==> src/rtl/fb_write_ctrl_pkg.sv <==
// Shared definitions for the frame-buffer write controller: geometry and FSM states.
package fb_pkg;
   localparam int FB_ADDR_W     = 15;
   localparam int FB_PIX_W      = 2;
   localparam int FB_NUM_PIXELS = 32768;
   localparam int PIX_PER_BYTE  = 4;

   typedef enum logic [2:0] {
      ST_IDLE,
      ST_LOAD,
      ST_DRAIN,
      ST_CLEAR,
      ST_DONE
   } fb_state_t;
endpackage

==> src/rtl/fb_write_ctrl_if.sv <==
// Receive strobes, frame-buffer write port and status flags of the write controller.
interface fb_write_ctrl_if
   import fb_pkg::*;
#(
   parameter int ADDR_W = FB_ADDR_W
);
   logic [7:0]          in_data;
   logic                in_valid;
   logic                in_start;
   logic                in_end;
   logic                clear_req;
   logic [FB_PIX_W-1:0] clear_color;
   logic                wr_en;
   logic [ADDR_W-1:0]   wr_addr;
   logic [FB_PIX_W-1:0] wr_data;
   logic                busy;
   logic                image_complete;
   logic                overflow_err;
   logic                short_err;

   modport master (
      output in_data, in_valid, in_start, in_end, clear_req, clear_color,
      input  wr_en, wr_addr, wr_data, busy, image_complete, overflow_err, short_err
   );

   modport slave (
      input  in_data, in_valid, in_start, in_end, clear_req, clear_color,
      output wr_en, wr_addr, wr_data, busy, image_complete, overflow_err, short_err
   );
endinterface

==> src/rtl/fb_write_ctrl_byte_fifo.sv <==
// Small synchronous byte FIFO; flush may coincide with a push, which then lands as entry 0.
module byte_fifo #(
   parameter int DEPTH = 4,
   parameter int WIDTH = 8
) (
   input  logic             clk,
   input  logic             reset_n,
   input  logic             i_push,
   input  logic             i_pop,
   input  logic             i_flush,
   input  logic [WIDTH-1:0] i_din,
   output logic [WIDTH-1:0] o_dout,
   output logic             o_full,
   output logic             o_empty
);
   localparam int AW = $clog2(DEPTH);

   logic [WIDTH-1:0] r_mem [DEPTH];
   logic [AW-1:0]    r_rd;
   logic [AW-1:0]    r_wr;
   logic [AW:0]      r_cnt;
   logic             w_push;
   logic             w_pop;
   logic [AW-1:0]    w_wr_idx;

   assign o_full   = (r_cnt == (AW+1)'(DEPTH));
   assign o_empty  = (r_cnt == '0);
   assign o_dout   = r_mem[r_rd];
   assign w_push   = i_push && (i_flush || !o_full);
   assign w_pop    = i_pop && !o_empty && !i_flush;
   assign w_wr_idx = i_flush ? '0 : r_wr;

   always_ff @(posedge clk) begin
      if (w_push) r_mem[w_wr_idx] <= i_din;
   end

   always_ff @(posedge clk or negedge reset_n) begin
      if (!reset_n) begin
         r_rd  <= '0;
         r_wr  <= '0;
         r_cnt <= '0;
      end else if (i_flush) begin
         r_rd  <= '0;
         r_wr  <= w_push ? AW'(1) : '0;
         r_cnt <= w_push ? (AW+1)'(1) : '0;
      end else begin
         if (w_push) r_wr <= r_wr + AW'(1);
         if (w_pop)  r_rd <= r_rd + AW'(1);
         if (w_push && !w_pop)      r_cnt <= r_cnt + (AW+1)'(1);
         else if (!w_push && w_pop) r_cnt <= r_cnt - (AW+1)'(1);
      end
   end
endmodule

==> src/rtl/fb_write_ctrl.sv <==
// Frame-buffer write sequencer: buffers UART bytes, unpacks 4 pixels per byte MSB-first,
// writes them at sequential addresses, and performs bulk frame clears.
module fb_write_ctrl
   import fb_pkg::*;
#(
   parameter int ADDR_W     = FB_ADDR_W,
   parameter int PIX_W      = FB_PIX_W,
   parameter int NUM_PIXELS = FB_NUM_PIXELS,
   parameter int FIFO_DEPTH = 4
) (
   input  logic           clk,
   input  logic           reset_n,
   fb_write_ctrl_if.slave bus
);
   localparam int              SH_W     = 8 - PIX_W;
   localparam logic [ADDR_W:0] CNT_FULL = (ADDR_W+1)'(NUM_PIXELS);
   localparam logic [ADDR_W:0] BYTE_MAX = (ADDR_W+1)'(NUM_PIXELS / PIX_PER_BYTE);
   localparam logic [1:0]      REM_INIT = 2'(PIX_PER_BYTE - 1);

   fb_state_t         r_state;
   fb_state_t         w_next;
   logic [ADDR_W:0]   r_cnt;
   logic [ADDR_W:0]   r_bytes;
   logic [SH_W-1:0]   r_shift;
   logic [1:0]        r_rem;
   logic [PIX_W-1:0]  r_color;
   logic              r_wr_en;
   logic [ADDR_W-1:0] r_wr_addr;
   logic [PIX_W-1:0]  r_wr_data;
   logic              r_complete;
   logic              r_ovf;
   logic              r_short;

   logic              w_active;
   logic              w_full;
   logic              w_empty;
   logic [7:0]        w_dout;
   logic              w_push;
   logic              w_drop;
   logic              w_pop;
   logic              w_wr;
   logic [PIX_W-1:0]  w_px;
   logic              w_enter_clear;
   logic              w_to_done;

   byte_fifo #(
      .DEPTH (FIFO_DEPTH),
      .WIDTH (8)
   ) u_fifo (
      .clk     (clk),
      .reset_n (reset_n),
      .i_push  (w_push),
      .i_pop   (w_pop),
      .i_flush (bus.in_start),
      .i_din   (bus.in_data),
      .o_dout  (w_dout),
      .o_full  (w_full),
      .o_empty (w_empty)
   );

   always_ff @(posedge clk or negedge reset_n) begin
      if (!reset_n) r_state <= ST_IDLE;
      else          r_state <= w_next;
   end

   always_comb begin
      w_next        = r_state;
      w_push        = 1'b0;
      w_drop        = 1'b0;
      w_pop         = 1'b0;
      w_wr          = 1'b0;
      w_px          = '0;
      w_enter_clear = 1'b0;
      w_to_done     = 1'b0;
      w_active      = (r_state == ST_LOAD) || (r_state == ST_DRAIN);
      if (bus.in_start) begin
         // start wins in every state; a same-cycle byte becomes byte 0 of the new image
         w_next = ST_LOAD;
         w_push = bus.in_valid;
      end else begin
         case (r_state)
            ST_IDLE, ST_DONE: begin
               if (bus.clear_req) begin
                  w_next        = ST_CLEAR;
                  w_enter_clear = 1'b1;
               end
            end
            ST_LOAD: begin
               w_push = bus.in_valid && !w_full && (r_bytes < BYTE_MAX);
               w_drop = bus.in_valid && !w_push;
               if (bus.in_end) w_next = ST_DRAIN;
            end
            ST_DRAIN: begin
               if (w_empty && (r_rem == '0)) begin
                  w_next    = ST_DONE;
                  w_to_done = 1'b1;
               end
            end
            ST_CLEAR: begin
               if (r_cnt == CNT_FULL) begin
                  w_next = ST_IDLE;
               end else begin
                  w_wr = 1'b1;
                  w_px = r_color;
               end
            end
            default: w_next = ST_IDLE;
         endcase
         if (w_active && (r_cnt != CNT_FULL)) begin
            if (r_rem != '0) begin
               w_wr = 1'b1;
               w_px = r_shift[SH_W-1 -: PIX_W];
            end else if (!w_empty) begin
               w_pop = 1'b1;
               w_wr  = 1'b1;
               w_px  = w_dout[7 -: PIX_W];
            end
         end
      end
   end

   always_ff @(posedge clk or negedge reset_n) begin
      if (!reset_n) begin
         r_cnt      <= '0;
         r_bytes    <= '0;
         r_shift    <= '0;
         r_rem      <= '0;
         r_color    <= '0;
         r_wr_en    <= 1'b0;
         r_wr_addr  <= '0;
         r_wr_data  <= '0;
         r_complete <= 1'b0;
         r_ovf      <= 1'b0;
         r_short    <= 1'b0;
      end else begin
         r_wr_en <= w_wr;
         if (w_wr) begin
            r_wr_addr <= r_cnt[ADDR_W-1:0];
            r_wr_data <= w_px;
         end
         if (bus.in_start) begin
            r_cnt      <= '0;
            r_bytes    <= w_push ? (ADDR_W+1)'(1) : '0;
            r_rem      <= '0;
            r_complete <= 1'b0;
            r_ovf      <= 1'b0;
            r_short    <= 1'b0;
         end else begin
            if (w_wr)    r_cnt   <= r_cnt + (ADDR_W+1)'(1);
            if (w_push)  r_bytes <= r_bytes + (ADDR_W+1)'(1);
            if (w_drop)  r_ovf   <= 1'b1;
            if (w_enter_clear) begin
               r_cnt   <= '0;
               r_color <= bus.clear_color;
            end
            if (w_pop) begin
               r_shift <= w_dout[SH_W-1:0];
               r_rem   <= REM_INIT;
            end else if (r_rem != '0) begin
               r_shift <= r_shift << PIX_W;
               r_rem   <= r_rem - 2'd1;
            end
            if (w_to_done) begin
               r_complete <= (r_cnt == CNT_FULL);
               r_short    <= (r_cnt != CNT_FULL);
            end
         end
      end
   end

   assign bus.wr_en          = r_wr_en;
   assign bus.wr_addr        = r_wr_addr;
   assign bus.wr_data        = r_wr_data;
   assign bus.busy           = (r_state == ST_LOAD) || (r_state == ST_DRAIN) || (r_state == ST_CLEAR);
   assign bus.image_complete = r_complete;
   assign bus.overflow_err   = r_ovf;
   assign bus.short_err      = r_short;
endmodule

==> src/flat_wrapper.sv <==
// flat-port wrapper written by rule: the top's interface ports become plain ports
module fb_write_ctrl_flat import fb_pkg::*;
#(
   parameter int ADDR_W     = FB_ADDR_W,
   parameter int PIX_W      = FB_PIX_W,
   parameter int NUM_PIXELS = FB_NUM_PIXELS,
   parameter int FIFO_DEPTH = 4
)
  (clk, reset_n, bus_in_data, bus_in_valid, bus_in_start, bus_in_end, bus_clear_req, bus_clear_color, bus_wr_en, bus_wr_addr, bus_wr_data, bus_busy, bus_image_complete, bus_overflow_err, bus_short_err);
  fb_write_ctrl_if #(.ADDR_W(ADDR_W)) bus_i ();
  input  logic clk;
  input  logic reset_n;
  input wire logic [$bits(bus_i.in_data)-1:0] bus_in_data;
  input wire logic [$bits(bus_i.in_valid)-1:0] bus_in_valid;
  input wire logic [$bits(bus_i.in_start)-1:0] bus_in_start;
  input wire logic [$bits(bus_i.in_end)-1:0] bus_in_end;
  input wire logic [$bits(bus_i.clear_req)-1:0] bus_clear_req;
  input wire logic [$bits(bus_i.clear_color)-1:0] bus_clear_color;
  output wire logic [$bits(bus_i.wr_en)-1:0] bus_wr_en;
  output wire logic [$bits(bus_i.wr_addr)-1:0] bus_wr_addr;
  output wire logic [$bits(bus_i.wr_data)-1:0] bus_wr_data;
  output wire logic [$bits(bus_i.busy)-1:0] bus_busy;
  output wire logic [$bits(bus_i.image_complete)-1:0] bus_image_complete;
  output wire logic [$bits(bus_i.overflow_err)-1:0] bus_overflow_err;
  output wire logic [$bits(bus_i.short_err)-1:0] bus_short_err;
  assign bus_i.in_data = bus_in_data;
  assign bus_i.in_valid = bus_in_valid;
  assign bus_i.in_start = bus_in_start;
  assign bus_i.in_end = bus_in_end;
  assign bus_i.clear_req = bus_clear_req;
  assign bus_i.clear_color = bus_clear_color;
  assign bus_wr_en = bus_i.wr_en;
  assign bus_wr_addr = bus_i.wr_addr;
  assign bus_wr_data = bus_i.wr_data;
  assign bus_busy = bus_i.busy;
  assign bus_image_complete = bus_i.image_complete;
  assign bus_overflow_err = bus_i.overflow_err;
  assign bus_short_err = bus_i.short_err;
  fb_write_ctrl #(.ADDR_W(ADDR_W), .PIX_W(PIX_W), .NUM_PIXELS(NUM_PIXELS), .FIFO_DEPTH(FIFO_DEPTH)) u_core (.clk(clk), .reset_n(reset_n), .bus(bus_i));
endmodule
==> config.mk <==
export PLATFORM = sky130hd
export DESIGN_NAME = fb_write_ctrl_flat
export DESIGN_NICKNAME = d
export VERILOG_FILES = /design/src/rtl/fb_write_ctrl_pkg.sv /design/src/rtl/fb_write_ctrl_if.sv /design/src/rtl/fb_write_ctrl_byte_fifo.sv /design/src/rtl/fb_write_ctrl.sv /design/src/flat_wrapper.sv
export SDC_FILE = /design/constraint.sdc
export NUM_CORES = 1
export LEC_CHECK = 0
export ABC_AREA = 1
export BUFFER_PORTS_ARGS = -buffer_cell sky130_fd_sc_hd__buf_2
export CAP_MARGIN = 40
export CORE_ASPECT_RATIO = 0.9
export CORE_MARGIN = 2
export CORE_UTILIZATION = 30
export DETAILED_ROUTE_END_ITERATION = 10
export GPL_TIMING_DRIVEN = 0
export HOLD_SLACK_MARGIN = 0.08
export SLEW_MARGIN = 10
export SYNTH_ARGS = -nofsm -noshare
export SYNTH_HDL_FRONTEND = slang
export SYNTH_HIERARCHICAL = 1
export SYNTH_SLANG_ARGS = --single-unit
==> constraint.sdc <==
create_clock -name clk -period 3.15 [get_ports clk]
set_input_delay 0.63 -clock clk [delete_from_list [all_inputs] [get_ports clk]]
set_output_delay 0.63 -clock clk [all_outputs]
set_load 0.05 [all_outputs]
==> impl_metrics.tcl <==
set metrics [dict create \
    status "complete, no violations" \
    ctsHtreeMaxLevel 3 \
    synth_fa_ha_area_share_pct 1.36 \
    synth_edf_count 32 \
    synth_mux_area_share_pct 0 \
    crit_arrival_ns 2.72 \
    fp.dieW_um 142 \
    post_synth.cell_area_avg_um2 8.85 \
    met1_usage_pct 18.3 \
    start_kind "flop" \
    synth_top_area_share_pct 35.5 \
    skew_ns 0.00685 \
    period_share_pct 86.8 \
    period_needed_ns 2.74 \
    gp_congestion 0.828 \
    grt_pass1_wl_mm 18.5 \
    ys_warn_count 6 \
    area_growth_pct 15.9 \
    cts_buffer_depth 2 \
    gr-max-usage-layer "met2" \
    slew_headroom_pct 45.3 \
    synth_compound_area_share_pct 11.6 \
    use_met2_pct 19.6 \
    num_vias 3942 \
    synth_xor_area_share_pct 1.36 \
    p_switching_mw 1.74 \
    use_met3_pct 3.06 \
    pin_count 38 \
    cts_tree "done" \
    ys_ff_latch 105 \
    cts_resized 0 \
    p_int_mw 2.81 \
    grt_pass1_vias 3691 \
    synthCells 582 \
    synth_top_family_by_area "simple AND/OR/NAND/NOR gates" \
    fin_setup_tns_ns 0 \
    hp-class "in -> async" \
    cts-root-buf "clkbuf_16" \
    place.detailed.hpwl_mm 8.00 \
    synth_commonest_cells "nand2_1 (128), dfrtp_1 (73), inv_1 (70)" \
    first_pass_iters 6 \
    antenna_found_initial 0 \
    max_freq_ghz 0.366 \
    synth_ff_type "dfrtp_1" \
    ctsHoldBuffers 0 \
    grt_max_degree 40 \
    powerDensity_nw_per_um2 762 \
    ir_drop_mv 0.373 \
    drt_wl_total_mm 11.0 \
    required_ns 3.13 \
    drtAntennaViolNets 0 \
    die_y_um 128 \
    antenna_cells 0 \
    drive_gt1_share_pct 17.6 \
    fp-row-count 45 \
    finalNetCount 653 \
    dieArea_um2 18200 \
    fill_cells 1738 \
    viasPerCell 4.65 \
    hold_viol 0 \
    seq_area_frac_synth_pct 54.1 \
    switching_share_pct 38.2 \
    tightest_slew_ns 0.815 \
    clkSinkCount 105 \
    grt-ovfl-total 0 \
    pwr-share-seq_pct 38.1 \
    synthesis.nets 603 \
    start_util_pct 30.6 \
    crit_fanout 8 \
    clk_transition_reported_paths_ns 0.07 \
    cts_made_buffers 9 \
    clk_latency_ns 0.35 \
    synthSimpleGateAreaFrac_pct 24.3 \
    clock_power_share_pct 26.8 \
    io_buffers 37 \
    whs_ns 0.231 \
    synth.most_common_cell "nand2_1" \
    synth_cell_type_count 40 \
    drv_slew 0 \
    grt_use_total_pct 12.9 \
    drc 0 \
    detail_route.iter0.violations 282 \
    critical_path_class "reg -> reg" \
    ys_top_cells_by_area "dfrtp_1 (35%), edfxtp_1 (19%), nand2_1 (9.3%)" \
    post_drt_wl_per_cell_um 13.0 \
    leakage_nw 2.67 \
    cap_viol_max_count 0 \
    end_kind "flop" \
    synth_top_area_cell "dfrtp_1" \
    synth_async_sr_flop_share_pct 69.5 \
    power_frac_comb_pct 35.1 \
    setup_viol 0 \
    core-area_um2 16800 \
    postCtsSetupRepairBufs 0 \
    syn_area_um2 5150 \
    rsz0062_at_grt "no" \
    reg2reg_depth 12 \
]
## cell families (layout without fill, tap and decap cells)
logic type               Yosys count  count (layout)
flip-flops                       105             105
adder cells (fa/ha/maj)            5               5
AO/OA/AOI/OAI                    102             102
XOR/XNOR                           8               8
AND/OR/NAND/NOR                  274             274
buffers and inverters             88             143
## placed cells by master (no fill, tap or decap), types with 8 or more instances in the layout
master / instances
dfrtp_1: 73
o22ai_1: 9
a21oi_1: 15
o21ai_0: 54
nand2_1: 128
edfxtp_1: 32
buf_2: 42
nand3_1: 40
clkbuf_16: 9
nand4_1: 8
nor2_1: 62
inv_1: 70
## worst max-delay path: stages (launching register included)
cell	delay, ns
dfrtp_1	0.43
nor2_4	0.06
nand2_2	0.11
inv_1	0.05
inv_1	0.07
nand4_1	0.18
nor2_4	0.23
nand2_1	0.09
nand2_1	0.22
nand2_4	0.10
nor2_1	0.14
inv_1	0.08
nor2_1	0.58
## per-stage QoR
stage                     instance area [um2]  util [%]  power (mW)  setup slack (ns)  instances
after floorplan                          5150         -        2.95             0.537        582
after global placement                   5600      33.3        3.33            -0.470        830
after detailed placement                 5640      33.5        3.36            0.0782        832
after CTS                                5970      35.5        4.60             0.302        848
after global routing                     5970      35.5        4.86             0.115        848
final                                    5970      35.5        4.55             0.415        848
## power groups by stage
| stage | sequential [mW] | clock (mW) | combinational [mW] |
|---|---|---|---|
| 3_5_place_dp | 1.76 | 0 | 1.60 |
| 3_3_place_gp | 1.76 | 0 | 1.57 |
| 2_1_floorplan | 1.86 | 0 | 1.09 |
| 6_report | 1.73 | 1.22 | 1.60 |
| 5_1_grt | 1.76 | 1.30 | 1.80 |
| 4_1_cts | 1.74 | 1.25 | 1.61 |
## cell type report
cell class / count / area, um2 / area share (%)
buffer: 13 / 91.3 / 1.53
clock buffer: 9 / 225 / 3.77
clock inverter: 7 / 101 / 1.70
inverter: 75 / 282 / 4.72
multi-input combinational: 389 / 2000 / 33.5
sequential: 105 / 2790 / 46.7
tap: 211 / 264 / 4.42
timing repair buffer: 39 / 215 / 3.61
## flip-flops by register name (all words and copies together), names as in the netlist, 3 cells and up
register and count:
u_core/r_state 3, u_core/bus.wr_addr 15, u_core/r_cnt 16, u_core/u_fifo/r_cnt 3, u_core/u_fifo/r_mem 32, u_core/r_shift 6, u_core/r_bytes 16
## worst paths after layout
kind,startpoint,to,slack [ns]
worst max-delay path,u_core/u_fifo/r_cnt[0],u_core/u_fifo/r_mem[3][7],0.41
worst min-delay path,reset_n,u_core/bus.wr_addr[8],0.23
worst max register to register,u_core/u_fifo/r_cnt[0],u_core/u_fifo/r_mem[3][7],0.41
worst min register to register,u_core/bus.wr_addr[10],u_core/bus.wr_addr[10],0.48
max in group asynchronous,reset_n,u_core/r_bytes[5],2.35
min in group clk,u_core/bus.wr_addr[10],u_core/bus.wr_addr[10],0.48
## layer usage
metal | wire length (um) | vias up
met1 | 5770 | 1859
met2 | 4710 | 63
met4 | 148 | 0
met5 | 0 | -
met3 | 405 | 11
li1 | - | 2009
Note: power is estimated with default switching activity, not from simulation.
